===== src/rtl/pc_fetch.sv =====
// Instruction fetch stage: owns the PC, runs a single-outstanding req/ack
// read bus and presents {pc, instruction} to the IF/ID register.
module pc_fetch #(
    parameter int                ADDR_W   = 32,
    parameter int                DATA_W   = 32,
    parameter logic [ADDR_W-1:0] RESET_PC = 32'h0000_0000,
    parameter logic [DATA_W-1:0] NOP_INST = 32'h0000_0013
) (
    input  logic              i_Clk,
    input  logic              i_reset,
    input  logic              i_hold_flag,
    input  logic              i_jump_flag,
    input  logic [ADDR_W-1:0] i_jump_addr,
    output logic              o_mem_req,
    output logic [ADDR_W-1:0] o_mem_addr,
    input  logic              i_mem_ack,
    input  logic [DATA_W-1:0] i_mem_rdata,
    output logic [ADDR_W-1:0] o_pc_addr,
    output logic [DATA_W-1:0] o_inst_data,
    output logic              o_inst_valid
);

    typedef enum logic [1:0] {
        S_IDLE,
        S_REQ,
        S_BUF
    } state_t;

    state_t            r_state;
    state_t            w_state_nxt;

    logic [ADDR_W-1:0] r_pc;
    logic              r_req;
    logic [ADDR_W-1:0] r_req_addr;
    logic              r_kill;
    logic [ADDR_W-1:0] r_out_pc;
    logic [DATA_W-1:0] r_out_inst;
    logic              r_out_valid;
    logic [DATA_W-1:0] r_buf_data;
    logic [ADDR_W-1:0] r_buf_pc;

    logic [ADDR_W-1:0] w_pc_nxt;
    logic              w_req_nxt;
    logic [ADDR_W-1:0] w_addr_nxt;
    logic              w_kill_nxt;
    logic [ADDR_W-1:0] w_out_pc_nxt;
    logic [DATA_W-1:0] w_out_inst_nxt;
    logic              w_out_valid_nxt;
    logic [DATA_W-1:0] w_buf_data_nxt;
    logic [ADDR_W-1:0] w_buf_pc_nxt;

    logic              w_ack;
    logic [ADDR_W-1:0] w_pc_inc;
    logic [ADDR_W-1:0] w_jump_pc;

    // An ack only counts while a request is actually on the bus.
    assign w_ack     = i_mem_ack & r_req;
    assign w_pc_inc  = r_pc + ADDR_W'(4);
    assign w_jump_pc = {i_jump_addr[ADDR_W-1:2], 2'b00};

    always_ff @(posedge i_Clk or posedge i_reset) begin
        if (i_reset) begin
            r_state <= S_IDLE;
        end else begin
            r_state <= w_state_nxt;
        end
    end

    always_comb begin
        w_state_nxt = r_state;
        unique case (r_state)
            S_IDLE: w_state_nxt = S_REQ;
            S_REQ: begin
                if (!i_jump_flag && w_ack && !r_kill && i_hold_flag) begin
                    w_state_nxt = S_BUF;
                end
            end
            S_BUF: begin
                if (i_jump_flag || !i_hold_flag) begin
                    w_state_nxt = S_REQ;
                end
            end
            default: w_state_nxt = S_IDLE;
        endcase
    end

    always_comb begin
        w_pc_nxt        = r_pc;
        w_req_nxt       = r_req;
        w_addr_nxt      = r_req_addr;
        w_kill_nxt      = r_kill;
        w_out_pc_nxt    = r_out_pc;
        w_out_inst_nxt  = r_out_inst;
        w_out_valid_nxt = r_out_valid;
        w_buf_data_nxt  = r_buf_data;
        w_buf_pc_nxt    = r_buf_pc;
        if (i_jump_flag) begin
            w_pc_nxt        = w_jump_pc;
            w_out_inst_nxt  = NOP_INST;
            w_out_valid_nxt = 1'b0;
            w_req_nxt       = 1'b1;
            // An unanswered request must finish on its old address first.
            w_kill_nxt      = r_req & ~w_ack;
            if (!(r_req && !w_ack)) begin
                w_addr_nxt = w_jump_pc;
            end
        end else begin
            if (!i_hold_flag) begin
                w_out_inst_nxt  = NOP_INST;
                w_out_valid_nxt = 1'b0;
            end
            unique case (r_state)
                S_IDLE: begin
                    w_req_nxt  = 1'b1;
                    w_addr_nxt = r_pc;
                end
                S_REQ: begin
                    if (w_ack && r_kill) begin
                        w_kill_nxt = 1'b0;
                        w_addr_nxt = r_pc;
                    end else if (w_ack && i_hold_flag) begin
                        w_buf_data_nxt = i_mem_rdata;
                        w_buf_pc_nxt   = r_pc;
                        w_pc_nxt       = w_pc_inc;
                        w_req_nxt      = 1'b0;
                    end else if (w_ack) begin
                        w_out_pc_nxt    = r_pc;
                        w_out_inst_nxt  = i_mem_rdata;
                        w_out_valid_nxt = 1'b1;
                        w_pc_nxt        = w_pc_inc;
                        w_addr_nxt      = w_pc_inc;
                    end
                end
                S_BUF: begin
                    if (!i_hold_flag) begin
                        w_out_pc_nxt    = r_buf_pc;
                        w_out_inst_nxt  = r_buf_data;
                        w_out_valid_nxt = 1'b1;
                        w_req_nxt       = 1'b1;
                        w_addr_nxt      = r_pc;
                    end
                end
                default: w_req_nxt = 1'b0;
            endcase
        end
    end

    always_ff @(posedge i_Clk or posedge i_reset) begin
        if (i_reset) begin
            r_pc        <= RESET_PC;
            r_req       <= 1'b0;
            r_req_addr  <= RESET_PC;
            r_kill      <= 1'b0;
            r_out_pc    <= RESET_PC;
            r_out_inst  <= NOP_INST;
            r_out_valid <= 1'b0;
            r_buf_data  <= NOP_INST;
            r_buf_pc    <= RESET_PC;
        end else begin
            r_pc        <= w_pc_nxt;
            r_req       <= w_req_nxt;
            r_req_addr  <= w_addr_nxt;
            r_kill      <= w_kill_nxt;
            r_out_pc    <= w_out_pc_nxt;
            r_out_inst  <= w_out_inst_nxt;
            r_out_valid <= w_out_valid_nxt;
            r_buf_data  <= w_buf_data_nxt;
            r_buf_pc    <= w_buf_pc_nxt;
        end
    end

    assign o_mem_req    = r_req;
    assign o_mem_addr   = r_req_addr;
    assign o_pc_addr    = r_out_pc;
    assign o_inst_data  = r_out_inst;
    assign o_inst_valid = r_out_valid;

endmodule

===== config.mk =====
export PLATFORM = sky130hd
export DESIGN_NAME = pc_fetch
export DESIGN_NICKNAME = d
export VERILOG_FILES = /design/src/rtl/pc_fetch.sv
export SDC_FILE = /design/constraint.sdc
export NUM_CORES = 1
export LEC_CHECK = 0
export ABC_AREA = 0
export CAP_MARGIN = 20
export CORE_MARGIN = 2
export CORE_UTILIZATION = 40
export DETAILED_ROUTE_END_ITERATION = 7
export PLACE_DENSITY_LB_ADDON = 0.25
export SLEW_MARGIN = 20
export SYNTH_ARGS = -nofsm -noshare
export SYNTH_HDL_FRONTEND = slang
export SYNTH_SLANG_ARGS = --single-unit

===== constraint.sdc =====
create_clock -name i_Clk -period 8.33 [get_ports i_Clk]
set_input_delay 1.666 -clock i_Clk [delete_from_list [all_inputs] [get_ports i_Clk]]
set_output_delay 1.666 -clock i_Clk [all_outputs]
set_load 0.02 [all_outputs]

# After elaboration in Yosys (flattened, before gate mapping)
# Index checks and enable logic that the tools add are counted.
# word_totals
reg_bits,197
latch_bits,0
mem_bits_rw,0
mem_bits_ro,0
inputBits,69
output_inout_bits,98
wordCells,96
n_memories,0
# classes
add_sub_neg,1
multipliers,0
div_mod_pow,0
order_cmp,0
eq_ne,15
shift,0
mux,41
n_bitwise,5
n_reduce_logical,24
# ops
operator,count
32-bit two-way mux,20
32-bit one-hot mux with 2 select lines,2
32-bit one-hot mux with 3 select lines,1
"32-bit by 3-bit adder with 32-bit output, second input constant",1
"2-bit != test, second input constant",8
1-bit two-way mux,13
"3-bit != test, second input constant",3
"4-bit != test, second input constant",2
1-bit logical AND,6
2-bit one-hot mux with 3 select lines,1
3-bit AND reduction,2
6-bit AND reduction,1
2-bit nonzero test,3
5-bit AND reduction,1
1-bit logical NOT,4
2-bit two-way mux,2
2-bit AND reduction,2
4-bit AND reduction,1
4-bit nonzero test,1
1-bit NOT,3
1-bit one-hot mux with 3 select lines,1
3-bit nonzero test,1
1-bit AND,2
"2-bit by 1-bit == test with 1-bit output, second input constant",1
4 further kinds,4

# Logic depth before layout (Yosys ltp)
# Gate-level depths: netlist (run 1).
# depth
ltp_word,6
depth_mapped,10
mapped_depth_nobuf,7

# Worst setup path after synthesis (run 1)
# OpenSTA, ideal clock, no wires.
# synth_timing
path_kind,input port to flip-flop
start,input port i_jump_flag
end,"register r_req_addr[30], in the netlist o_mem_addr[30]"
setup_time_ns,0.138
arrival_time_ns,2.797
t_required_ns,8.192
setup_slack_ns,5.395
stages,6
path_buffers,2
cell_sequence,nand2b_2 -> nor4_4 -> or3_1 -> buf_2 -> buf_2 -> o221ai_1
# synth_via
elab_chain_len,2
word_cells_on_any_way,7
classes_between,4 x eq/ne; 1 x mux; 2 x reduce/logical
# synth_rtl
item,line,source
start: declaration,12,"input logic i_jump_flag,"
"4-bit != test (no source line), or another cell as far along",-,
5-bit AND reduction (no source line),-,
end signal: assignment,162,r_req_addr <= w_addr_nxt;
end: declaration,34,logic [ADDR_W-1:0] r_req_addr;
# Several ways; a longest one is shown, not always the timed one.
# A chain may end at the register's enable or synchronous reset.

# Worst setup path after layout (run 1)
# layout_timing
start,input port i_jump_flag
end,register r_buf_data[30]
# layout_via
elab_chain_len,2
# layout_rtl
item,line,source
1-bit NOT (no source line),-,
4-bit AND reduction (no source line),-,
end signal: assignment,167,r_buf_data <= w_buf_data_nxt;
end: declaration,39,logic [DATA_W-1:0] r_buf_data;
# No other way between the ends.

==> impl_metrics.py, run 1 <==
metrics = {
    "outcome": {
        "status": "completed",
    },
    "final_layout": {
        "syn2layout_area_growth_pct": 25.0,
        "final_core_util_pct": 51.2,
        "finalNonFillerCells": 1315,
        "final_common_cell": "dfrtp_1",
        "drive_gt1_share_pct": 13.3,
        "antenna_cells": 0,
        "fillers": 2036,
        "mostFrequentLayoutCells": "dfrtp_1, clkdlybuf4s50_1, nor2_1",
        "fin_nets": 1091,
    },
    "sta": {
        "post-route-worst-setup-slack_ns": 4.21,
        "relSlewSlack_pct": 28.5,
        "min_period_ns": 4.12,
        "worstMarginPinSlew_ns": 1.07,
        "clock.fmax_mhz": 243,
        "period_share_pct": 49.5,
        "rsz0062_at_grt": "no",
        "setup_viol": 0,
        "finalMaxSlewViolations": 0,
        "hold_violations": 0,
        "skew_ns": 0.0169,
        "finalSetupTns_ns": 0,
    },
    "place": {
        "place_hpwl_um": 15000,
        "dp_cells": 1284,
        "post-place-ws_ns": 3.75,
        "place.gp.congestion": 0.791,
        "port_buffers": 162,
    },
    "route": {
        "viasPerCell": 5.35,
        "wirelength_um": 23300,
        "drtIter0Drc": 518,
        "vias": 7030,
        "drc": 0,
        "ant_nets": 0,
        "drt_pass1_iterations": 5,
        "wire_per_inst_um": 17.8,
    },
    "critical_path": {
        "cp_max_fo": 79,
        "cp.required_ns": 8.65,
        "start_kind": "primary input",
        "critPathKind": "in -> reg",
        "worst-r2r-setup-slack_ns": 4.89,
        "end_kind": "flop",
        "critPathArrivalTime_ns": 4.44,
    },
    "power_and_ir_drop": {
        "p_leak_nw": 4.62,
        "p_total_mw": 3.69,
        "ir_drop_uv": 203,
        "p_per_area_mw_per_mm2": 318,
    },
    "synthesis": {
        "synth_top_area_share_pct": 49.5,
        "async_reset_ff_share_pct": 100,
        "avgSynthCellArea_um2": 10.3,
        "synth.distinct_cells": 57,
        "synth_xor_area_share_pct": 4.42,
        "syn_inst": 906,
        "synth_top_area_cell": "dfrtp_1",
        "synth-seq-area-share_pct": 51.2,
        "synth-compound-area-share_pct": 11.6,
        "synth_top_family_by_area": "simple AND/OR/NAND/NOR gates",
        "synth.area.mux_share_pct": 13.0,
        "synth_area_leaders": "dfrtp_1, mux2_2, mux2i_1",
        "synthSimpleGateAreaFrac_pct": 15.0,
        "ys_warn_count": 0,
        "synth_edf_count": 0,
        "netlist_area_mm2": 0.00931,
        "ys_ff_latch": 190,
        "ys.flop_type": "dfrtp_1",
        "synth_fa_ha_area_share_pct": 0.538,
    },
    "clocking": {
        "numCtsBuffers": 17,
        "cts_setup_buffers": 0,
        "clk_path_buf_depth": 2,
        "clock_sinks": 190,
        "h-tree-depth": 4,
        "post_cts_resized": 0,
        "root_buffer": "clkbuf_16",
        "cts_tree": "built",
        "insertion_delay_ns": 0.44,
        "path_clk_slew_ns": 0.07,
        "ctsHoldBuffers": 0,
    },
    "global_route": {
        "grt_antenna_before_repair": 0,
        "grt_pass1_vias": 6889,
        "grt_pass1_wl_um": 37200,
        "track_usage_pct": 19.5,
        "grt-ovfl-total": 0,
        "grt_max_degree": 113,
    },
    "die": {
        "initial_core_util_pct": 41.0,
        "pin_count": 167,
        "die_h_um": 157,
        "rows": 55,
        "die_w_um": 157,
        "die_area_mm2": 0.0245,
        "coreArea_mm2": 0.0227,
    },
    "run": {
        "cap_violations": 0,
    },
    "min_path": {
        "hp-class": "reg -> reg",
    },
}
[Yosys cell counts, types with 2 or more instances]
| cell type | n |
|---|---|
| xnor2_1 | 31 |
| and4_1 | 6 |
| mux2i_1 | 40 |
| nand2b_1 | 12 |
| nor3_1 | 18 |
| nor3_2 | 2 |
| buf_4 | 4 |
| a31o_2 | 2 |
| clkbuf_2 | 3 |
| inv_1 | 8 |
| o311ai_0 | 2 |
| buf_2 | 30 |
| ha_1 | 4 |
| o21a_1 | 2 |
| and2_1 | 4 |
| and3_1 | 9 |
| clkbuf_1 | 36 |
| a21oi_1 | 48 |
| a21boi_0 | 10 |
| nand4b_1 | 3 |
| dfrtp_1 | 184 |
| o31a_1 | 2 |
| o31ai_1 | 5 |
| a31oi_1 | 6 |
| xor2_1 | 16 |
| nand3_1 | 23 |
| or3_1 | 3 |
| buf_1 | 7 |
| nor2b_1 | 2 |
| o221ai_1 | 5 |
| nand2_1 | 83 |
| a22oi_1 | 30 |
| o21ai_0 | 47 |
| mux2_2 | 72 |
| a211oi_1 | 3 |
| nor2_1 | 90 |
| dfstp_2 | 6 |
| o21ai_1 | 6 |
| nor4_1 | 10 |
| nand4_1 | 15 |
[layer usage]
| metal | global-route usage, % | up-vias | routed length [um] |
|---|---|---|---|
| li1 | - | 3401 | - |
| met2 | 31.2 | 183 | 11100 |
| met4 | 5.37 | 0 | 226 |
| met1 | 26.8 | 3426 | 10700 |
| met3 | 4.38 | 20 | 1330 |
| met5 | 0 | - | 0 |
[critical path, stage by stage]
cell and delay, ns:
buf_2 0.09, buf_4 0.38, nand2b_2 0.40, nor4_4 0.68, buf_4 0.72, mux2_2 0.42
[layout make-up]
cell class / instances / area, um2 / area share, %
timing repair buffer: 172 / 1700 / 14.6
multi-input combinational: 628 / 4180 / 35.9
sequential: 190 / 4760 / 40.9
clock inverter: 14 / 174 / 1.50
clock buffer: 17 / 425 / 3.66
inverter: 9 / 41.3 / 0.355
tap: 285 / 357 / 3.07
[through the flow]
step	cell area (um2)	hold WS, ns
finish	11600	0.478
floorplan	9310	0.464
CTS	11600	0.488
detailed placement	11000	0.471
global route	11600	0.511
global placement	11000	0.463
[state kept, by name, indices dropped and copies added (netlist names)]
signal and count:
r_state 2, o_inst_valid 1, r_buf_data 32, o_inst_data 32
r_kill 1, o_mem_addr 31, r_buf_pc 30, r_pc 30
o_mem_req 1, o_pc_addr 30
[cell families after synthesis]
| kind of cell | Yosys count |
|---|---|
| adder cells (fa/ha/maj) | 4 |
| buffers and inverters | 89 |
| AND/OR/NAND/NOR | 288 |
| AO/OA/AOI/OAI | 175 |
| XOR/XNOR | 47 |
| multiplexers | 112 |
| other | 1 |
| flip-flops | 190 |
[report_power, final]
group / total [mW] / switching [mW] / internal (mW)
registers: 1.47 / 0.213 / 1.26
logic: 1.38 / 0.740 / 0.640
clock network: 0.840 / 0.387 / 0.453
[path summary, 6_finish.rpt]
check | startpoint | to | cells after the start
worst max-delay path | i_jump_flag | r_buf_data[30] | 6
max in group asynchronous | i_reset | r_buf_pc[26] | 3
worst min register to register | o_pc_addr[25] | o_pc_addr[25] | 2
worst max register to register | r_state[1] | r_buf_data[30] | 6
worst min-delay path | o_pc_addr[25] | o_pc_addr[25] | 2
min in group asynchronous | i_reset | o_pc_addr[2] | 2
No activity file was read; power rests on OpenSTA's default activity.
==> run 2: changes to the inputs <==
Clock period 8.33 ns to 3.3 ns, I/O delays scaled along.
==> run 2 against run 1 <==
Effect of this change: via count up 1.9%; flip-flop and latch count stayed put; hold slack improved by 0.0037 ns; sequential share of layout area fell by 0.44 points; register-to-register slack got worse by 4.2 ns; wire length grew 0.46%; core utilization grew 0.56 points; die area is the same; clock-buffer cell count stayed put; first-iteration DRC count decreased by 3.7%; critical endpoint is now o_mem_addr[10]; largest power group unchanged.
==> impl_metrics.py, run 2 (synthesized netlist as in run 1, its figures left out) <==
metrics = {
    "clocking": {
        "numCtsBuffers": 17,
        "cts_tree": "built",
        "path_clk_slew_ns": 0.08,
        "root_buffer": "clkbuf_16",
        "cts_setup_buffers": 0,
        "insertion_delay_ns": 0.44,
        "ctsHoldBuffers": 0,
        "h-tree-depth": 4,
        "post_cts_resized": 0,
        "clk_path_buf_depth": 2,
        "clock_sinks": 190,
    },
    "sta": {
        "rsz0062_at_grt": "no",
        "worstMarginPinSlew_ns": 0.989,
        "relSlewSlack_pct": 34.1,
        "setup_viol": 0,
        "finalMaxSlewViolations": 0,
        "clock.fmax_mhz": 376,
        "period_share_pct": 80.6,
        "hold_ws_ns": 0.482,
        "finalSetupTns_ns": 0,
        "skew_ns": 0.0118,
        "hold_violations": 0,
        "min_period_ns": 2.66,
    },
    "power_and_ir_drop": {
        "ir_drop_uv": 409,
        "p_per_area_mw_per_mm2": 797,
        "p_leak_nw": 4.69,
        "p_total_mw": 9.36,
    },
    "final_layout": {
        "mostFrequentLayoutCells": "dfrtp_1, clkdlybuf4s50_1, nor2_1",
        "final_common_cell": "dfrtp_1",
        "drive_gt1_share_pct": 14.2,
        "fin_nets": 1102,
        "fillers": 2071,
        "final_core_util_pct": 51.8,
        "syn2layout_area_growth_pct": 26.3,
        "final_cell_area_mm2": 0.0118,
    },
    "critical_path": {
        "cp_cell_sequence": "inv_1, ha_1, buf_4, o2bb2ai_1, a22oi_1, or3_1, nor2_2, a211oi_1",
        "worst-path-buf-inv": 2,
        "cp_max_fo": 17,
        "end_kind": "flop",
        "critPathArrivalTime_ns": 2.94,
        "critical-path-top-delay-family": "simple AND/OR/NAND/NOR gates",
        "start_kind": "flop",
        "cp.required_ns": 3.58,
        "cpMaxStageDelayCell": "or3_1",
        "cpPeakStageDelay_ns": 0.63,
        "critPathKind": "reg -> reg",
    },
    "min_path": {
        "hp-class": "reg -> reg",
    },
    "die": {
        "die_area_mm2": 0.0245,
        "pin_count": 167,
        "die_w_um": 157,
        "die_h_um": 157,
        "coreArea_mm2": 0.0227,
        "rows": 55,
        "initial_core_util_pct": 41.0,
    },
    "place": {
        "port_buffers": 162,
        "place_hpwl_um": 15700,
        "place.gp.congestion": 0.798,
        "dpl_cell_area_mm2": 0.0111,
    },
    "global_route": {
        "grt_max_degree": 86,
        "grt_pass1_vias": 6972,
        "track_usage_pct": 19.8,
        "grt_pass1_wl_um": 38200,
        "grt-ovfl-total": 0,
        "grt_antenna_before_repair": 2,
    },
    "route": {
        "vias": 7167,
        "ant_nets": 0,
        "wirelength_um": 23500,
        "drt_pass1_iterations": 7,
        "viasPerCell": 5.40,
        "drtIter0Drc": 499,
        "drc": 0,
        "wire_per_inst_um": 17.7,
    },
    "outcome": {
        "status": "completed",
    },
    "run": {
        "cap_violations": 0,
    },
}
## run 2: cell types whose count changed in the layout (fill, tap and decap cells not counted), moves of 2 or more
| cell | previous run | this run |
|---|---|---|
| buf_12 | 0 | 3 |
| buf_4 | 9 | 18 |
| clkinv_8 | 1 | 3 |
| inv_6 | 5 | 3 |
| inv_8 | 3 | 5 |
## run 2: final timing paths
check | to | from | cells after the start | slack [ns]
worst max-delay path | o_mem_addr[10] | r_state[1] | 8 | 0.64
worst min-delay path | o_pc_addr[21] | o_pc_addr[21] | 2 | 0.48
worst max register to register | o_mem_addr[10] | r_state[1] | 8 | 0.64
worst min register to register | o_pc_addr[21] | o_pc_addr[21] | 2 | 0.48
max in group asynchronous | r_buf_data[0] | i_reset | 3 | 2.05
min in group asynchronous | r_buf_pc[4] | i_reset | 2 | 0.51
## run 2: cell type report
class                      instances  area (um2)  area share (%)
clock buffer                      17         425            3.62
clock inverter                    15         186            1.59
inverter                           9        37.5           0.319
timing repair buffer             183        1810            15.4
sequential                       190        4760            40.5
antenna                            1        2.50          0.0213
tap                              285         357            3.03
multi-input combinational        628        4170            35.5
## run 2: worst register-to-register path, cell delays in order (launching register included)
cell and delay (ns):
dfrtp_1 0.39, inv_1 0.09, ha_1 0.21, buf_4 0.21, o2bb2ai_1 0.14, a22oi_1 0.11
or3_1 0.63, nor2_2 0.58, a211oi_1 0.16
## run 2: where the power goes
group / internal [mW] / total [mW] / switching [mW]
clock: 1.10 / 2.11 / 1.02
combinational: 1.65 / 3.53 / 1.87
sequential: 3.18 / 3.73 / 0.542
total: 5.93 / 9.36 / 3.43
## run 2: metal layers
| metal | GRT usage (%) | wire length (um) |
|---|---|---|
| met1 | 28.0 | 10700 |
| met2 | 30.1 | 10800 |
| met3 | 5.34 | 1580 |
| met4 | 5.46 | 354 |
| met5 | 0 | 12 |
## run 2: per-stage QoR
| stage | std cells | worst slack (ns) |
|---|---|---|
| after floorplan | 907 | 0.196 |
| after global placement | 1295 | 0.305 |
| after detailed placement | 1295 | 0.268 |
| after CTS | 1327 | 0.628 |
| after global routing | 1328 | 0.420 |
| final | 1328 | 0.640 |
==> run 3: changes to the inputs <==
Clock period 3.3 ns to 2.2 ns, I/O delays scaled along.
==> run 3 against run 2 <==
Effect of this change: total power grew 57%; final cell count is 4.0% higher; die area did not move; critical path depth shrank 7; sequential power is 49% higher; setup slack worse by 0.50 ns; largest power group is now combinational cells.
==> impl_metrics.py, run 3 (synthesized netlist as in run 1, its figures left out) <==
metrics = {
    "critical_path": {
        "start_kind": "flop",
        "cp_max_fo": 8,
        "cpMaxStageDelayCell": "clkdlybuf4s50_1",
        "r2r_start": "r_state[1]",
        "worst-path-buf-inv": 1,
        "path_depth": 1,
        "critPathArrivalTime_ns": 1.62,
        "crit_start": "o_mem_req",
        "cp_cell_sequence": "clkdlybuf4s50_1",
        "cpPeakStageDelay_ns": 0.71,
        "critical-path-top-delay-family": "buffers and inverters",
        "critPathKind": "reg -> out",
        "end_kind": "primary output",
        "cp.required_ns": 1.76,
        "reg2reg_depth": 8,
    },
    "place": {
        "place_hpwl_um": 16900,
        "port_buffers": 162,
        "dpl_cell_area_mm2": 0.0117,
        "place.gp.congestion": 0.802,
    },
    "global_route": {
        "grt_max_degree": 78,
        "grt_antenna_before_repair": 1,
        "track_usage_pct": 20.6,
        "grt_pass1_wl_um": 39600,
        "grt_pass1_vias": 7257,
        "grt-ovfl-total": 0,
    },
    "route": {
        "ant_nets": 0,
        "wirelength_um": 24200,
        "wire_per_inst_um": 17.5,
        "vias": 7379,
        "drtIter0Drc": 550,
        "viasPerCell": 5.34,
        "drc": 0,
        "drt_pass1_iterations": 4,
    },
    "power_and_ir_drop": {
        "p_leak_nw": 5.00,
        "p_per_area_mw_per_mm2": 1190,
        "ir_drop_uv": 531,
    },
    "sta": {
        "finalMaxSlewViolations": 0,
        "finalSetupTns_ns": 0,
        "rsz0062_at_grt": "no",
        "skew_ns": 0.0188,
        "setup_viol": 0,
        "min_period_ns": 2.06,
        "period_share_pct": 93.4,
        "clock.fmax_mhz": 486,
        "hold_violations": 0,
    },
    "die": {
        "coreArea_mm2": 0.0227,
        "die_w_um": 157,
        "die_area_mm2": 0.0245,
        "rows": 55,
        "die_h_um": 157,
        "initial_core_util_pct": 41.0,
        "pin_count": 167,
    },
    "final_layout": {
        "fillers": 2019,
        "mostFrequentLayoutCells": "dfrtp_1, clkdlybuf4s50_1, nor2_1",
        "syn2layout_area_growth_pct": 32.6,
        "drive_gt1_share_pct": 18.9,
        "final_cell_area_mm2": 0.0123,
        "final_common_cell": "dfrtp_1",
        "fin_nets": 1155,
    },
    "clocking": {
        "numCtsBuffers": 17,
        "cts_setup_buffers": 0,
        "root_buffer": "clkbuf_16",
        "insertion_delay_ns": 0.44,
        "path_clk_slew_ns": 0.08,
        "clk_path_buf_depth": 2,
        "clock_sinks": 190,
        "h-tree-depth": 4,
        "cts_tree": "built",
    },
    "min_path": {
        "hp-class": "in -> async",
    },
    "outcome": {
        "status": "completed",
    },
    "run": {
        "cap_violations": 0,
    },
}
[run 3: cell types whose count changed in the layout (fill, tap and decap cells not counted), moves of 3 or more]
cell | previous run | this run
nor4_2 | 0 | 3
buf_12 | 3 | 12
nor4_1 | 10 | 7
buf_4 | 18 | 61
[run 3: where the power goes]
group,total [mW],switching (mW),internal (mW)
combinational,5.82,2.97,2.85
sequential,5.55,0.773,4.78
clock,3.32,1.55,1.76
total,14.7,5.30,9.39
[run 3: through the flow]
stage | power [mW] | utilization (%) | std cells | hold WS (ns) | worst slack, ns
2_1_floorplan | 8.82 | - | 907 | 0.464 | -0.684
3_3_place_gp | 11.3 | 51.3 | 1348 | 0.464 | -0.182
3_5_place_dp | 11.4 | 51.3 | 1348 | 0.470 | -0.202
4_1_cts | 14.8 | 54.1 | 1380 | 0.305 | -0.00795
5_1_grt | 15.6 | 54.3 | 1381 | 0.316 | 0.00738
6_report | 14.7 | 54.3 | 1381 | 0.310 | 0.144
[run 3: path summary, 6_finish.rpt]
check	to	slack, ns
worst max register to register	r_pc[15]	0.16
worst max-delay path	o_mem_req	0.14
worst min register to register	o_inst_data[4]	0.48
worst min-delay path	o_pc_addr[4]	0.31
min in group i_Clk	r_kill	0.45
max in group asynchronous	o_inst_data[0]	1.15
[run 3: cell type report]
class	instances	area (um2)	share of cell area (%)
timing repair buffer	236	2330	18.9
tap	285	357	2.89
clock inverter	15	215	1.74
antenna	1	2.50	0.0203
inverter	9	37.5	0.304
sequential	190	4760	38.6
multi-input combinational	628	4210	34.1
clock buffer	17	425	3.45
[run 3: timing repair]
action                                  4_1_cts  5_1_grt
resized for setup                             0        8
hold buffers                                  0        0
endpoints found under the setup margin        1       87
[run 3: metal layers]
metal | routed length, um | track usage (%) | vias up
met1 | 11300 | 29.0 | 3632
met4 | 340 | 6.07 | 0
met5 | 0 | 0 | -
li1 | - | - | 3523
met3 | 1330 | 4.60 | 25
met2 | 11300 | 31.8 | 199
